==> src/rtl/pingpong_frame_buf.sv <==
// pingpong_frame_buf: multi-bank ping-pong frame buffer; define PINGPONG_FRAME_BUF_LEN_EN for rd_len/rd_first outputs
module pingpong_frame_buf #(
    parameter int DATA_WIDTH = 8,
    parameter int ADDR_WIDTH = 5,
    parameter int NUM_BANKS  = 2
) (
    input  logic                                 clk,
    input  logic                                 rst,
    input  logic                                 wr_valid,
    output logic                                 wr_ready,
    input  logic [DATA_WIDTH-1:0]                wr_data,
    input  logic                                 wr_last,
    output logic                                 rd_valid,
    input  logic                                 rd_ready,
    output logic [DATA_WIDTH-1:0]                rd_data,
    output logic                                 rd_last,
`ifdef PINGPONG_FRAME_BUF_LEN_EN
    output logic [ADDR_WIDTH:0]                  rd_len,
    output logic                                 rd_first,
`endif
    output logic [$clog2(NUM_BANKS+1)-1:0]       frames_avail
);
    localparam int BW = $clog2(NUM_BANKS);
    localparam int CW = $clog2(NUM_BANKS+1);
    localparam int LW = ADDR_WIDTH + 1;
    localparam int DEPTH = 2**ADDR_WIDTH;

    generate
        if (NUM_BANKS < 2 || NUM_BANKS > 8) begin : g_bad_banks
            $error("pingpong_frame_buf: NUM_BANKS must be in 2..8");
        end
    endgenerate

    logic [DATA_WIDTH-1:0] r_mem [NUM_BANKS][DEPTH];
    logic [LW-1:0]         r_len [NUM_BANKS];
    logic [BW-1:0]         r_wr_bank, r_rd_bank;
    logic [ADDR_WIDTH-1:0] r_wr_idx, r_rd_idx;
    logic [CW-1:0]         r_frames;
    logic                  r_rd_valid, r_rd_last;
    logic [DATA_WIDTH-1:0] r_rd_data;
`ifdef PINGPONG_FRAME_BUF_LEN_EN
    logic [LW-1:0]         r_rd_len;
    logic                  r_rd_first;
`endif

    logic          w_wr_fire, w_close, w_issue, w_last_word, w_last_issue;
    logic [BW-1:0] w_wr_bank_nxt, w_rd_bank_nxt;

    always_comb begin
        w_wr_fire     = wr_valid && wr_ready;
        w_close       = w_wr_fire && (wr_last || (&r_wr_idx));
        w_issue       = (r_frames != '0) && (!r_rd_valid || rd_ready);
        w_last_word   = ({1'b0, r_rd_idx} == r_len[r_rd_bank] - LW'(1));
        w_last_issue  = w_issue && w_last_word;
        // explicit compare-and-clear so non-power-of-two bank counts wrap correctly
        w_wr_bank_nxt = (r_wr_bank == BW'(NUM_BANKS-1)) ? '0 : r_wr_bank + BW'(1);
        w_rd_bank_nxt = (r_rd_bank == BW'(NUM_BANKS-1)) ? '0 : r_rd_bank + BW'(1);
    end

    assign wr_ready     = (r_frames < CW'(NUM_BANKS));
    assign frames_avail = r_frames;
    assign rd_valid     = r_rd_valid;
    assign rd_data      = r_rd_data;
    assign rd_last      = r_rd_last;
`ifdef PINGPONG_FRAME_BUF_LEN_EN
    assign rd_len       = r_rd_len;
    assign rd_first     = r_rd_first;
`endif

    // storage is never reset; only closed banks are ever read back
    always_ff @(posedge clk) begin
        if (w_wr_fire)
            r_mem[r_wr_bank][r_wr_idx] <= wr_data;
        if (w_close)
            r_len[r_wr_bank] <= {1'b0, r_wr_idx} + LW'(1);
    end

    always_ff @(posedge clk) begin
        if (rst) begin
            r_wr_bank  <= '0;
            r_rd_bank  <= '0;
            r_wr_idx   <= '0;
            r_rd_idx   <= '0;
            r_frames   <= '0;
            r_rd_valid <= 1'b0;
            r_rd_last  <= 1'b0;
            r_rd_data  <= '0;
`ifdef PINGPONG_FRAME_BUF_LEN_EN
            r_rd_len   <= '0;
            r_rd_first <= 1'b0;
`endif
        end else begin
            if (w_wr_fire) begin
                r_wr_idx  <= w_close ? '0 : r_wr_idx + ADDR_WIDTH'(1);
                r_wr_bank <= w_close ? w_wr_bank_nxt : r_wr_bank;
            end
            if (w_issue) begin
                r_rd_data  <= r_mem[r_rd_bank][r_rd_idx];
                r_rd_valid <= 1'b1;
                r_rd_last  <= w_last_word;
`ifdef PINGPONG_FRAME_BUF_LEN_EN
                r_rd_len   <= r_len[r_rd_bank];
                r_rd_first <= (r_rd_idx == '0);
`endif
                r_rd_idx   <= w_last_word ? '0 : r_rd_idx + ADDR_WIDTH'(1);
                r_rd_bank  <= w_last_word ? w_rd_bank_nxt : r_rd_bank;
            end else if (rd_ready) begin
                r_rd_valid <= 1'b0;
            end
            r_frames <= r_frames + CW'(w_close) - CW'(w_last_issue);
        end
    end
endmodule

==> config.mk <==
export PLATFORM = sky130hd
export DESIGN_NAME = pingpong_frame_buf
export DESIGN_NICKNAME = d
export VERILOG_FILES = /design/src/rtl/pingpong_frame_buf.sv
export SDC_FILE = /design/constraint.sdc
export NUM_CORES = 1
export LEC_CHECK = 0
export CAP_MARGIN = 20
export CORE_ASPECT_RATIO = 0.5
export CORE_MARGIN = 5
export CORE_UTILIZATION = 62
export CTS_CLUSTER_DIAMETER = 80
export DETAILED_ROUTE_END_ITERATION = 16
export GPL_TIMING_DRIVEN = 1
export PLACE_DENSITY = 0.79
export SLEW_MARGIN = 20
export SYNTH_ARGS = -nofsm -noshare
export SYNTH_HDL_FRONTEND = slang
export SYNTH_SLANG_ARGS = --single-unit
==> constraint.sdc <==
create_clock -name clk -period 3.3 [get_ports clk]
set_input_delay 0.33 -clock clk [delete_from_list [all_inputs] [get_ports clk]]
set_output_delay 0.33 -clock clk [all_outputs]
set_load 0.05 [all_outputs]
==> results of run 1 <==
[layout make-up]
class | instances | area, µm²
Sequential cell | 549 | 16200
Fill cell | 2000 | 10200
Multi-Input combinational cell | 518 | 4970
Clock buffer | 52 | 1190
Timing Repair Buffer | 115 | 901
Tap cell | 475 | 594
Clock inverter | 32 | 250
Inverter | 5 | 18.8
[power by group]
part | internal (mW) | leakage [nW] | switching, mW
Sequential | 7.66 | 4.92 | 0.0372
Combinational | 0.201 | 1.87 | 0.441
Clock | 2.91 | 0.709 | 2.41
Total | 10.8 | 7.49 | 2.88
[state kept, by name, indices dropped and copies added (netlist names), named ones only]
signal and flops:
r_mem 512, r_len 12, rd_data 8, r_rd_idx 5, r_wr_idx 5, frames_avail 2
r_rd_bank 1, r_wr_bank 1, rd_last 1, rd_valid 1
[logic make-up after synthesis]
group	Yosys count	share of synthesized area [%]
DFF	549	75.3
and+or+nand+nor	211	4.63
muxes	176	13.8
AOI/OAI and AO/OA	110	3.62
buffers and inverters	64	1.65
xor gates and xnor gates	12	0.488
adders and majority gates	9	0.522
[routing by layer]
layer  up-vias  GRT usage [%]
met5         -              0
met4         0           7.16
met3       120           6.73
met2       714           39.8
met1      5782           37.2
li1       4789              -
[worst max-delay path, cell delays in order, from the launching register on]
cell and delay, ns:
dfxtp_4 0.50, or4b_4 0.53, a221oi_2 0.32, and3_2 0.26, o211ai_4 0.12, nor2_4 0.20, ha_1 0.26, inv_1 0.06
ha_1 0.14, xnor2_1 0.14, xnor2_1 0.15, nor2_1 0.06
[through the flow]
stage | power [mW] | std cells | util (%) | hold WS (ns) | area (µm²)
after floorplan | 8.17 | 1131 | - | 0.429 | 21600
after global placement | 8.45 | 1662 | 66.0 | 0.465 | 22700
after detailed placement | 8.48 | 1662 | 66.0 | 0.472 | 22700
after CTS | 13.7 | 1746 | 70.2 | 0.358 | 24200
after global routing | 14.1 | 1746 | 70.2 | 0.380 | 24200
final | 13.7 | 1746 | 70.2 | 0.368 | 24200
[layout by cell type, fill, tap and decap left out, types with 9 or more instances in the layout]
cell type	instances
mux2i_1	77
o21ai_0	10
ha_1	9
dfxtp_1	22
nand3_1	30
nand2_1	35
o22ai_1	21
mux4_2	96
clkinv_2	10
nor2_1	97
clkbuf_16	47
a21oi_1	17
clkinv_1	15
edfxtp_1	524
buf_4	90
clkdlybuf4s50_1	17
a22oi_1	21
nand3b_1	9
[worst max-delay path by stage]
stage                     startpoint         endpoint  slack [ns]  cells past startpoint
after floorplan                 flop  frames_avail[1]        0.27                     17
after global placement          flop  frames_avail[1]        0.53                     13
after detailed placement        flop  frames_avail[1]        0.45                     13
after CTS                       flop  frames_avail[1]        0.40                     13
after global routing            flop  frames_avail[1]        0.25                     13
final                           flop  frames_avail[1]        0.42                     11
==> flow_metrics.env, run 1 <==
export IMPL_status="finished clean"
export IMPL_maxSlewViolCount=0
export IMPL_min_path_cells=1
export IMPL_ant_nets=0
export IMPL_post_drt_wl_per_cell_um=28.1
export IMPL_setup_tns_ns=0
export IMPL_syn_area_um2=21600
export IMPL_wl_met3_um=5410
export IMPL_grt_first_pass_wirelength_um=73100
export IMPL_ys_ff_latch=549
export IMPL_cp_max_fo=17
export IMPL_hold_violations=0
export IMPL_worst_slew_pin_slew_ns=0.977
export IMPL_met2_length_um=22900
export IMPL_routed_wl_um=49000
export IMPL_grt_overflow_total=0
export IMPL_rsz0062_at_grt="false"
export IMPL_netlist_cell_type_count=53
export IMPL_clk_latency_ns=0.56
export IMPL_root_buffer="clkbuf_16"
export IMPL_cts_buffers=45
export IMPL_leakage_nw=7.49
export IMPL_drtPass1Iterations=6
export IMPL_dieWidth_um=274
export IMPL_dr_first_iter_drc_count=1641
export IMPL_die_h_um=142
export IMPL_viasPerCell=6.53
export IMPL_syn_avg_cell_area_um2=19.1
export IMPL_ctsHoldBuffers=0
export IMPL_antenna_found_initial=0
export IMPL_min_to="r_mem[0][3]"
export IMPL_setup_slack_ns=0.419
export IMPL_setup_worst_path_end_class="flop"
export IMPL_peakVddDrop_mv=0.389
export IMPL_cp_data_arrival_time_ns=3.29
export IMPL_cts_tree="done"
export IMPL_wl_met1_um=19300
export IMPL_drive_above_1_share_pct=21.6
export IMPL_synthTopCellsByArea="edfxtp_1 (73%), mux4_2 (10%), mux2i_1 (3.6%)"
export IMPL_synth_top_area_cell="edfxtp_1"
export IMPL_remaining_drc_errors=0
export IMPL_num_vias=11400
export IMPL_async_flop_share_pct=0
export IMPL_initial_utilization_pct=62.6
export IMPL_synth_edff_count=524
export IMPL_yosysTopAreaCellShare_pct=73.0
export IMPL_hp_start="wr_data[3]"
export IMPL_min_path_type="in -> reg"
export IMPL_fin_skew_ns=0.0191
export IMPL_setup_viol=0
export IMPL_ys_seq_area_share_pct=75.3
export IMPL_core_area_um2=34400
export IMPL_timing_slew_headroom_pct=34.9
export IMPL_rrSetupSlack_ns=0.42
export IMPL_clkTransAtPathRegs_ns=0.07
export IMPL_finalCritPeriodShare_pct=87.3
export IMPL_synthTopCellsByCount="edfxtp_1 (524), nor2_1 (98), mux4_2 (96), mux2i_1 (77), nand2_1 (35)"
export IMPL_diodes=0
export IMPL_clock_path_buffers=3
export IMPL_critPathRequiredTime_ns=3.71
export IMPL_routed_top_layer="met4"
export IMPL_cts_resized=0
export IMPL_syn_inst=1131
export IMPL_period_needed_ns=2.88
export IMPL_preCtsSetupSlack_ns=0.445
export IMPL_synthFlopType="edfxtp_1"
export IMPL_critPathLaunchType="flop"
export IMPL_worstReg2RegEnd="frames_avail[1]"
export IMPL_syn_num_nets=1153
export IMPL_grt_max_degree=84
export IMPL_track_usage_pct=25.7
export IMPL_die_area_um2=38800
export IMPL_cts_setup_buffers=0
export IMPL_yosysMostFrequentCell="edfxtp_1"
export IMPL_htreeDepth=2
export IMPL_area_growth_pct=12.1
export IMPL_finalNetCount=1256
export IMPL_maxCapViolations=0
export IMPL_first_global_vias=11400
export IMPL_ys_warn_count=0
export IMPL_cellPowerDensity_nw_per_um2=565
export IMPL_io_buffers=25
export IMPL_row_count=48
export IMPL_r2r_cells=11
export IMPL_timing_fmax_mhz=347
export IMPL_place_hpwl_um=29700
export IMPL_critPathKind="reg -> reg"
export IMPL_pin_count=26
export IMPL_clock_sinks=549
export IMPL_place_congestion=0.874
Power figures use the tool's default switching activity.
==> run 2: changes to the inputs <==
- CORE_UTILIZATION: 62 -> 40
- PLACE_DENSITY: 0.79 -> default
==> flow_metrics.env, run 2 (synthesis gave the netlist of run 1 again) <==
export IMPL_area_growth_pct=14.8
export IMPL_netSwitchingPower_mw=2.91
export IMPL_ant_nets=0
export IMPL_critPathKind="reg -> reg"
export IMPL_dr_first_iter_drc_count=1157
export IMPL_first_global_vias=11200
export IMPL_place_hpwl_um=31600
export IMPL_hp_start="wr_data[7]"
export IMPL_antenna_found_initial=0
export IMPL_clock_sinks=549
export IMPL_core_area_um2=53500
export IMPL_final_common_cell="edfxtp_1"
export IMPL_routed_wl_um=50100
export IMPL_design_area_um2=24700
export IMPL_grt_max_degree=87
export IMPL_clkTransAtPathRegs_ns=0.06
export IMPL_pin_count=26
export IMPL_clock_path_buffers=3
export IMPL_placed_area_um2=23100
export IMPL_p_seq_share_pct=54.7
export IMPL_period_needed_ns=2.79
export IMPL_cts_tree="done"
export IMPL_setup_worst_path_end_class="flop"
export IMPL_drtPass1Iterations=6
export IMPL_leakage_nw=7.63
export IMPL_remaining_drc_errors=0
export IMPL_peakVddDrop_mv=0.471
export IMPL_num_vias=11200
export IMPL_final_cell_mix="edfxtp_1 (524), buf_4 (98), nor2_1 (97)"
export IMPL_setup_viol=0
export IMPL_worst_slew_pin_slew_ns=1.05
export IMPL_viasPerCell=5.58
export IMPL_post_drt_wl_per_cell_um=25.0
export IMPL_cts_resized=0
export IMPL_largest_reg_flops=512
export IMPL_row_count=60
export IMPL_io_buffers=25
export IMPL_top_register="r_mem"
export IMPL_finalCritPeriodShare_pct=84.6
export IMPL_status="finished clean"
export IMPL_cts_setup_buffers=0
export IMPL_rsz0062_at_grt="false"
export IMPL_comb_power_share_pct=4.5
export IMPL_cp_max_fo=16
export IMPL_cp_data_arrival_time_ns=3.25
export IMPL_setup_tns_ns=0
export IMPL_internal_power_mw=11.2
export IMPL_diodes=0
export IMPL_dieWidth_um=338
export IMPL_clock_power_share_pct=40.8
export IMPL_hold_violations=0
export IMPL_timing_slew_headroom_pct=30.1
export IMPL_die_area_um2=58900
export IMPL_min_path_type="in -> reg"
export IMPL_grt_first_pass_wirelength_um=74400
export IMPL_maxSlewViolCount=0
export IMPL_p_sw_share_pct=20.7
export IMPL_timing_fmax_mhz=358
export IMPL_htreeDepth=2
export IMPL_maxCapViolations=0
export IMPL_cts_buffers=50
export IMPL_cellPowerDensity_nw_per_um2=570
export IMPL_clk_latency_ns=0.57
export IMPL_critPathLaunchType="flop"
export IMPL_die_h_um=174
export IMPL_root_buffer="clkbuf_16"
export IMPL_critPathRequiredTime_ns=3.76
export IMPL_drive_above_1_share_pct=22.6
export IMPL_track_usage_pct=16.8
export IMPL_initial_utilization_pct=40.3
export IMPL_ctsHoldBuffers=0
export IMPL_grt_overflow_total=0
export IMPL_place_congestion=0.828
export IMPL_finalNetCount=1272
export IMPL_fin_skew_ns=0.0120
[run 2: cell count changes in the layout (fill, tap and decap cells not counted), sizes merged]
cell / before / now
clkbuf: 52 / 72
clkinv: 25 / 12
buf: 98 / 109
bufinv: 4 / 5
clkinvlp: 2 / 1
[run 2: worst paths after layout]
check                    end  slack, ns  cells after the start
min reg2reg       rd_data[1]       0.51                      2
max          frames_avail[1]       0.51                     13
max reg2reg  frames_avail[1]       0.51                     13
min             r_mem[1][23]       0.22                      1
[run 2: routing by layer]
metal,part of all wire (%),track usage [%],up-vias
met4,2.0,3.72,0
met3,6.6,2.81,74
met5,0,0,-
met1,44,24.1,5868
li1,-,-,4831
met2,48,27.3,399
[run 2: power by group through the flow]
stage / combinational (mW) / sequential, mW / clock (mW)
floorplan: 0.293 / 7.88 / 0
global placement: 0.627 / 7.87 / 0
detailed placement: 0.638 / 7.87 / 0
CTS: 0.640 / 7.72 / 5.86
global route: 0.676 / 7.72 / 6.16
finish: 0.635 / 7.72 / 5.76
[run 2: layout make-up]
class                           count  area, µm²
Timing Repair Buffer              126       1010
Fill cell                        4428      28800
Clock inverter                     19        221
Sequential cell                   549      16200
Inverter                            5       18.8
Multi-Input combinational cell    518       4970
Tap cell                          713        892
Clock buffer                       72       1400
[run 2: worst max-delay path, stage by stage, from the launching register on]
cell	delay [ns]
dfxtp_4	0.49
mux2i_1	0.33
ha_1	0.23
xor2_1	0.18
xnor2_1	0.10
nor3_2	0.22
o211ai_4	0.15
nor2_4	0.18
ha_1	0.26
inv_1	0.06
ha_1	0.15
xnor2_1	0.13
xnor2_1	0.14
nor2_1	0.05
[run 2: per-stage QoR]
stage / power (mW) / worst slack, ns / cells / util, % / hold slack (ns)
2_1_floorplan: 8.17 / 0.265 / 1131 / - / 0.429
3_3_place_gp: 8.49 / 0.554 / 1911 / 43.2 / 0.493
3_5_place_dp: 8.51 / 0.525 / 1911 / 43.2 / 0.506
4_1_cts: 14.2 / 0.496 / 2002 / 46.2 / 0.199
5_1_grt: 14.5 / 0.359 / 2002 / 46.2 / 0.211
6_report: 14.1 / 0.507 / 2002 / 46.2 / 0.220
